==> src/rtl/alu_pkg.sv <==
// Shared opcode and ALU function-word definitions for the ALU issue path.
// The function word is {subtract, bool1, bool0, shft, math}.
package alu_pkg;

   typedef enum logic [3:0] {
      OP_ADD  = 4'd0,
      OP_SUB  = 4'd1,
      OP_AND  = 4'd2,
      OP_OR   = 4'd3,
      OP_XOR  = 4'd4,
      OP_NOR  = 4'd5,
      OP_SLL  = 4'd6,
      OP_SRL  = 4'd7,
      OP_SRA  = 4'd8,
      OP_SLT  = 4'd9,
      OP_SLTU = 4'd10
   } alu_op_t;

   localparam int unsigned FN_W = 5;

   localparam logic [FN_W-1:0] FN_ADD  = 5'b00001;
   localparam logic [FN_W-1:0] FN_SUB  = 5'b10001;
   localparam logic [FN_W-1:0] FN_AND  = 5'b00000;
   localparam logic [FN_W-1:0] FN_OR   = 5'b00100;
   localparam logic [FN_W-1:0] FN_XOR  = 5'b01000;
   localparam logic [FN_W-1:0] FN_NOR  = 5'b01100;
   localparam logic [FN_W-1:0] FN_SLL  = 5'b00010;
   localparam logic [FN_W-1:0] FN_SRL  = 5'b01010;
   localparam logic [FN_W-1:0] FN_SRA  = 5'b01110;
   localparam logic [FN_W-1:0] FN_SLT  = 5'b10011;
   localparam logic [FN_W-1:0] FN_SLTU = 5'b10111;

   // Returns {fn, illegal}; unknown opcodes fall back to ADD with illegal set.
   function automatic logic [FN_W:0] alu_fn_encode(input alu_op_t op);
      logic [FN_W-1:0] fn;
      logic            illegal;
      fn      = FN_ADD;
      illegal = 1'b0;
      case (op)
         OP_ADD:  fn = FN_ADD;
         OP_SUB:  fn = FN_SUB;
         OP_AND:  fn = FN_AND;
         OP_OR:   fn = FN_OR;
         OP_XOR:  fn = FN_XOR;
         OP_NOR:  fn = FN_NOR;
         OP_SLL:  fn = FN_SLL;
         OP_SRL:  fn = FN_SRL;
         OP_SRA:  fn = FN_SRA;
         OP_SLT:  fn = FN_SLT;
         OP_SLTU: fn = FN_SLTU;
         default: begin
            fn      = FN_ADD;
            illegal = 1'b1;
         end
      endcase
      return {fn, illegal};
   endfunction

endpackage

==> src/rtl/rsp_fifo.sv <==
// Circular response buffer: head entry is presented combinationally,
// push and pop in the same cycle leave the occupancy unchanged.
module rsp_fifo #(
   parameter int unsigned WIDTH = 8,
   parameter int unsigned DEPTH = 2,
   localparam int unsigned CNT_W = $clog2(DEPTH + 1),
   localparam int unsigned PTR_W = (DEPTH > 1) ? $clog2(DEPTH) : 1
) (
   input  logic             clk,
   input  logic             reset_n,
   input  logic             push,
   input  logic [WIDTH-1:0] push_data,
   input  logic             pop,
   output logic [CNT_W-1:0] count,
   output logic [WIDTH-1:0] head,
   output logic             valid
);

   localparam logic [CNT_W-1:0] DEPTH_C = CNT_W'(DEPTH);
   localparam logic [PTR_W-1:0] LAST_C  = PTR_W'(DEPTH - 1);

   logic [WIDTH-1:0] mem_q [DEPTH];
   logic [WIDTH-1:0] mem_d [DEPTH];
   logic [PTR_W-1:0] wr_ptr_q, wr_ptr_d;
   logic [PTR_W-1:0] rd_ptr_q, rd_ptr_d;
   logic [CNT_W-1:0] count_q, count_d;
   logic             do_push;
   logic             do_pop;

   function automatic logic [PTR_W-1:0] ptr_next(input logic [PTR_W-1:0] p);
      return (p == LAST_C) ? '0 : p + 1'b1;
   endfunction

   always_comb begin
      mem_d    = mem_q;
      wr_ptr_d = wr_ptr_q;
      rd_ptr_d = rd_ptr_q;
      count_d  = count_q;
      do_push  = push && (count_q != DEPTH_C);
      do_pop   = pop && (count_q != '0);
      if (do_push) begin
         mem_d[wr_ptr_q] = push_data;
         wr_ptr_d        = ptr_next(wr_ptr_q);
      end
      if (do_pop) begin
         rd_ptr_d = ptr_next(rd_ptr_q);
      end
      case ({do_push, do_pop})
         2'b10:   count_d = count_q + 1'b1;
         2'b01:   count_d = count_q - 1'b1;
         default: count_d = count_q;
      endcase
   end

   always_ff @(posedge clk or negedge reset_n) begin
      if (!reset_n) begin
         mem_q    <= '{default: '0};
         wr_ptr_q <= '0;
         rd_ptr_q <= '0;
         count_q  <= '0;
      end else begin
         mem_q    <= mem_d;
         wr_ptr_q <= wr_ptr_d;
         rd_ptr_q <= rd_ptr_d;
         count_q  <= count_d;
      end
   end

   assign count = count_q;
   assign head  = mem_q[rd_ptr_q];
   assign valid = (count_q != '0);

endmodule

==> src/rtl/alu_issue_unit.sv <==
// Issue side of a combinational ALU: registers operands/function word,
// captures the result into a credit-protected response FIFO.
module alu_issue_unit
   import alu_pkg::*;
#(
   parameter int unsigned N          = 32,
   parameter int unsigned FIFO_DEPTH = 2,
   parameter int unsigned TAG_W      = 4
) (
   input  logic             clk,
   input  logic             reset_n,
   input  logic             cmd_valid,
   output logic             cmd_ready,
   input  logic [3:0]       cmd_op,
   input  logic [N-1:0]     cmd_a,
   input  logic [N-1:0]     cmd_b,
   input  logic [TAG_W-1:0] cmd_tag,
   output logic [N-1:0]     alu_A,
   output logic [N-1:0]     alu_B,
   output logic [4:0]       alu_fn,
   input  logic [N-1:0]     alu_R,
   input  logic             alu_FlagZ,
   output logic             rsp_valid,
   input  logic             rsp_ready,
   output logic [N-1:0]     rsp_r,
   output logic             rsp_zero,
   output logic             rsp_err,
   output logic [TAG_W-1:0] rsp_tag,
   output logic [15:0]      ops_done
);

   localparam int unsigned CNT_W = $clog2(FIFO_DEPTH + 1);
   localparam int unsigned ENT_W = N + TAG_W + 2;
   localparam logic [CNT_W:0] DEPTH_L = (CNT_W + 1)'(FIFO_DEPTH);

   typedef struct packed {
      logic [N-1:0]     r;
      logic             zero;
      logic [TAG_W-1:0] tag;
      logic             err;
   } rsp_ent_t;

   logic             s1_valid_q, s1_valid_d;
   logic [N-1:0]     a_q, a_d;
   logic [N-1:0]     b_q, b_d;
   logic [FN_W-1:0]  fn_q, fn_d;
   logic [TAG_W-1:0] tag_q, tag_d;
   logic             err_q, err_d;
   logic [15:0]      ops_done_q, ops_done_d;

   logic [FN_W:0]    enc;
   logic             accept;
   logic             pop;
   logic [CNT_W-1:0] fifo_count;
   logic [CNT_W:0]   occ;
   rsp_ent_t         push_ent;
   rsp_ent_t         head_ent;
   logic [ENT_W-1:0] head_bits;

   assign enc    = alu_fn_encode(alu_op_t'(cmd_op));
   assign pop    = rsp_valid && rsp_ready;
   assign occ    = {1'b0, fifo_count} + (CNT_W + 1)'(s1_valid_q);
   // A same-cycle pop frees a slot, so it may return a credit immediately.
   assign cmd_ready = (occ < DEPTH_L) || pop;
   assign accept    = cmd_valid && cmd_ready;

   always_comb begin
      s1_valid_d = 1'b0;
      a_d        = a_q;
      b_d        = b_q;
      fn_d       = fn_q;
      tag_d      = tag_q;
      err_d      = err_q;
      if (accept) begin
         s1_valid_d = 1'b1;
         a_d        = cmd_a;
         b_d        = cmd_b;
         fn_d       = enc[FN_W:1];
         tag_d      = cmd_tag;
         err_d      = enc[0];
      end
   end

   always_comb begin
      ops_done_d = ops_done_q;
      if (pop) begin
         ops_done_d = ops_done_q + 16'd1;
      end
   end

   always_comb begin
      push_ent.r    = err_q ? '0 : alu_R;
      push_ent.zero = !err_q && alu_FlagZ;
      push_ent.tag  = tag_q;
      push_ent.err  = err_q;
   end

   always_ff @(posedge clk or negedge reset_n) begin
      if (!reset_n) begin
         s1_valid_q <= 1'b0;
         a_q        <= '0;
         b_q        <= '0;
         fn_q       <= '0;
         tag_q      <= '0;
         err_q      <= 1'b0;
         ops_done_q <= '0;
      end else begin
         s1_valid_q <= s1_valid_d;
         a_q        <= a_d;
         b_q        <= b_d;
         fn_q       <= fn_d;
         tag_q      <= tag_d;
         err_q      <= err_d;
         ops_done_q <= ops_done_d;
      end
   end

   rsp_fifo #(
      .WIDTH (ENT_W),
      .DEPTH (FIFO_DEPTH)
   ) u_rsp_fifo (
      .clk       (clk),
      .reset_n   (reset_n),
      .push      (s1_valid_q),
      .push_data (push_ent),
      .pop       (pop),
      .count     (fifo_count),
      .head      (head_bits),
      .valid     (rsp_valid)
   );

   assign head_ent = rsp_ent_t'(head_bits);

   assign alu_A    = a_q;
   assign alu_B    = b_q;
   assign alu_fn   = fn_q;
   assign rsp_r    = head_ent.r;
   assign rsp_zero = head_ent.zero;
   assign rsp_err  = head_ent.err;
   assign rsp_tag  = head_ent.tag;
   assign ops_done = ops_done_q;

endmodule
==> config.mk <==
export PLATFORM = sky130hd
export DESIGN_NAME = alu_issue_unit
export DESIGN_NICKNAME = d
export VERILOG_FILES = /design/src/rtl/alu_pkg.sv /design/src/rtl/rsp_fifo.sv /design/src/rtl/alu_issue_unit.sv
export SDC_FILE = /design/constraint.sdc
export NUM_CORES = 1
export LEC_CHECK = 0
export CAP_MARGIN = 20
export CELL_PAD_IN_SITES_DETAIL_PLACEMENT = 2
export CELL_PAD_IN_SITES_GLOBAL_PLACEMENT = 2
export CORE_UTILIZATION = 31
export DETAILED_ROUTE_END_ITERATION = 7
export GPL_TIMING_DRIVEN = 0
export PLACE_DENSITY_LB_ADDON = 0.2
export SLEW_MARGIN = 10
export SYNTH_ARGS = -nofsm -noshare
export SYNTH_HDL_FRONTEND = slang
export SYNTH_SLANG_ARGS = --single-unit
==> constraint.sdc <==
create_clock -name clk -period 1.9 [get_ports clk]
set_input_delay 0.38 -clock clk [delete_from_list [all_inputs] [get_ports clk]]
set_output_delay 0.38 -clock clk [all_outputs]
set_load 0.02 [all_outputs]
==> qor.yml <==
synth:
  syn_area_sq_um: 7330
  ys_top_cells_by_area: "dfrtp_1 58%, mux2_2 25%, mux2_4 4.1%, nor2b_1 2.9%, xnor2_1 1.9%"
  synth_warnings: 0
  avgSynthCellArea_sq_um: 14.7
  synth_seq_cells: 171
  synth_top_area_share_pct: 58.4
  syn_nets: 609
  synth_top_cell_by_area: "dfrtp_1"
  netlist_instances: 498
  ys_seq_area_share_pct: 58.4
  netlist-cell-type-count: 34
detailed_routing:
  wirelength_microns: 21300
  post_drt_wl_per_cell_microns: 19.6
  drtIter0Drc: 105
  drtPass1Iterations: 4
  drc_errors: 0
  wl_met3_microns: 1830
  vias: 4991
  ant_nets: 0
  wl_met1_microns: 8230
  met2_length_microns: 10900
  top_layer_used: "met4"
  drt-vias-per-instance: 4.59
critical_path:
  cp-endpoint: "rsp_r[4]"
  worstSetupPathType: "register to output pin"
  cp-end-kind: "output pin"
  crit_fanout: 6
  reg2reg_setup_slack_ns: 0.14
  r2r-end: "ops_done[12]"
  crit_start: "u_rsp_fifo.rd_ptr_q"
  cp_data_required_time_ns: 1.52
  r2r_cells: 5
  arrival_ns: 1.67
  start_kind: "register"
  timing.rr.start: "ops_done[0]"
min_path:
  min_path_type: "primary input to register"
final_layout:
  final_nets: 872
  drive_above_1_share_pct: 38.2
  final_cells: 1088
  area_growth_pct: 48.6
  postLayoutCellArea_sq_um: 10900
  fillers: 2189
clocking:
  cts_tree: "built"
  clk_pin_slew_ns: 0.07
  root_buffer: "clkbuf_16"
  clock_path_buffers: 2
  ctsHtreeMaxLevel: 4
  cts_sinks: 171
  cts_made_buffers: 17
  clock_latency_ns: 0.44
sta:
  final-hold-violation-count: 0
  fmax_mhz: 488
  period_share_pct: 108
  layout_setup_ws_ns: -0.148
  period_minus_slack_ns: 2.05
  timing.setup.tns_ns: -2.71
  rsz0062_at_grt: "true"
  relSlewSlack_pct: 51.7
  setup_viol: 29
  drv_slew: 0
  worst_pin_slew_ns: 0.724
  fin_skew_ns: 0.0158
floorplanning:
  rows: 55
  die_y_microns: 156
  start_util_pct: 32.0
  fp.dieArea_sq_um: 24300
  ios: 234
  core_area_sq_um: 22900
  dieWidth_microns: 156
power:
  power_density_nw_per_um2: 1640
  total_power_w: 0.0178
  ir_worst_vdd_uv: 622
  leakagePower_nw: 4.81
global_routing:
  grt_pass1_wl_microns: 33800
  grt_max_degree: 89
  antenna_found_initial: 0
  track_usage_pct: 18.6
  grt_pass1_vias: 5888
  grt-ovfl-total: 0
placed_design:
  post-place-cells: 1044
  gp_congestion: 0.746
  port_buffers: 232
  hpwl_microns: 15300
  placed_area_sq_um: 10100
  place_ws_ns: -0.454
run_status:
  outcome: "complete, but fails checks"
  violations: "setup timing"
job:
  maxCapViolCount: 0
## report_power, final
| part | internal (W) | total, W | switching, W | leakage [nW] |
|---|---|---|---|---|
| Clock | 0.00179 | 0.00345 | 0.00166 | 0.286 |
| Combinational | 0.00463 | 0.00849 | 0.00385 | 2.45 |
| Sequential | 0.00503 | 0.00589 | 0.000850 | 2.07 |
| Total | 0.0115 | 0.0178 | 0.00637 | 4.81 |
## worst min-delay path by stage
stage	startpoint	end	slack, ns	cells past startpoint
after floorplan	reset_n	alu_A[0]	0.08	0
after global placement	ops_done[15]	ops_done[15]	0.46	1
after detailed placement	reset_n	u_rsp_fifo.mem_q[14]	0.44	1
after CTS	cmd_op[1]	alu_fn[1]	0.43	3
after global routing	cmd_op[1]	alu_fn[1]	0.47	3
final	cmd_op[1]	alu_fn[1]	0.44	3
## layer usage
metal  vias up  track usage [%]
li1       2250                -
met1      2559             20.6
met2       164             32.4
met3        18             7.61
met4         0             5.56
met5         -                0
## cell type report
class | count | area [sq um] | area share, %
tap | 313 | 392 | 3.59
timing repair buffer | 245 | 2500 | 23.0
clock buffer | 18 | 439 | 4.03
sequential | 171 | 4280 | 39.3
antenna | 1 | 2.50 | 0.0230
inverter | 5 | 18.8 | 0.172
buffer | 24 | 195 | 1.79
clock inverter | 14 | 146 | 1.34
multi-input combinational | 297 | 2920 | 26.8
## stage by stage
step           util (%)  hold slack, ns
2_1_floorplan         -          0.0844
3_3_place_gp       43.8           0.462
3_5_place_dp       44.0           0.439
4_1_cts            47.3           0.426
5_1_grt            47.5           0.467
6_report           47.5           0.438
## cells by family (layout without fill, tap and decap cells)
family	count (synthesis)	after routing	share of synthesized area (%)
flip-flops	171	171	58.4
multiplexers	183	183	29.1
AO/OA/AOI/OAI	17	17	1.62
buffers and inverters	30	306	2.39
AND/OR/NAND/NOR	74	74	5.66
XOR/XNOR	21	21	2.51
adder cells (fa/ha/maj)	2	2	0.341
other	0	1	0
## synth_stat cells, drive strengths merged
cell,n
buf,19
nand2,15
o21ai,8
clkbuf,6
xor2,5
xnor2,16
mux2,183
o31ai,1
nor2b,34
nor4,2
o211ai,1
nor3,3
ha,2
or3,1
nand4,2
nor2,6
inv,5
a21oi,4
dfrtp,171
nand3,7
a21o,2
and3,2
o22ai,1
or2,2
## sequential cells by signal, indices dropped and copies added, names as in the netlist
name                 cells
u_rsp_fifo.wr_ptr_q      1
alu_B                   32
alu_fn                   5
s1_valid_q               1
tag_q                    4
u_rsp_fifo.count         2
u_rsp_fifo.rd_ptr_q      1
ops_done                16
alu_A                   32
u_rsp_fifo.mem_q        76
err_q                    1
## layout by cell type, fill, tap and decap left out, types with 3 or more instances in the layout
cell,n
dfrtp_1,170
clkbuf_16,18
o21ai_0,5
buf_4,11
a21oi_1,3
buf_12,3
inv_8,4
dlygate4sd2_1,4
clkdlybuf4s50_1,180
xor2_1,5
mux2_1,3
nand3_1,7
buf_2,16
mux2_4,28
clkbuf_1,4
nor2b_1,34
xnor2_1,16
buf_6,37
inv_1,3
nor2_1,5
nor3_1,3
mux2_2,152
buf_8,3
dlymetal6s2s_1,7
nand2_1,15
inv_6,5
## repair_timing
item                       CTS  global route
cloned                       3             0
hold endpoints to repair    40             0
gates resized for setup    242            25
setup endpoints to repair   45            46
hold buffers                 1             0
buffers inserted             7             3
pin swaps                    0             1
## critical path: stages (launching register included)
cell and delay, ns:
dfrtp_2 0.43, buf_6 0.14, buf_12 0.12, buf_8 0.13, mux2_4 0.30, buf_6 0.13
(Power assumes the default switching activity.)
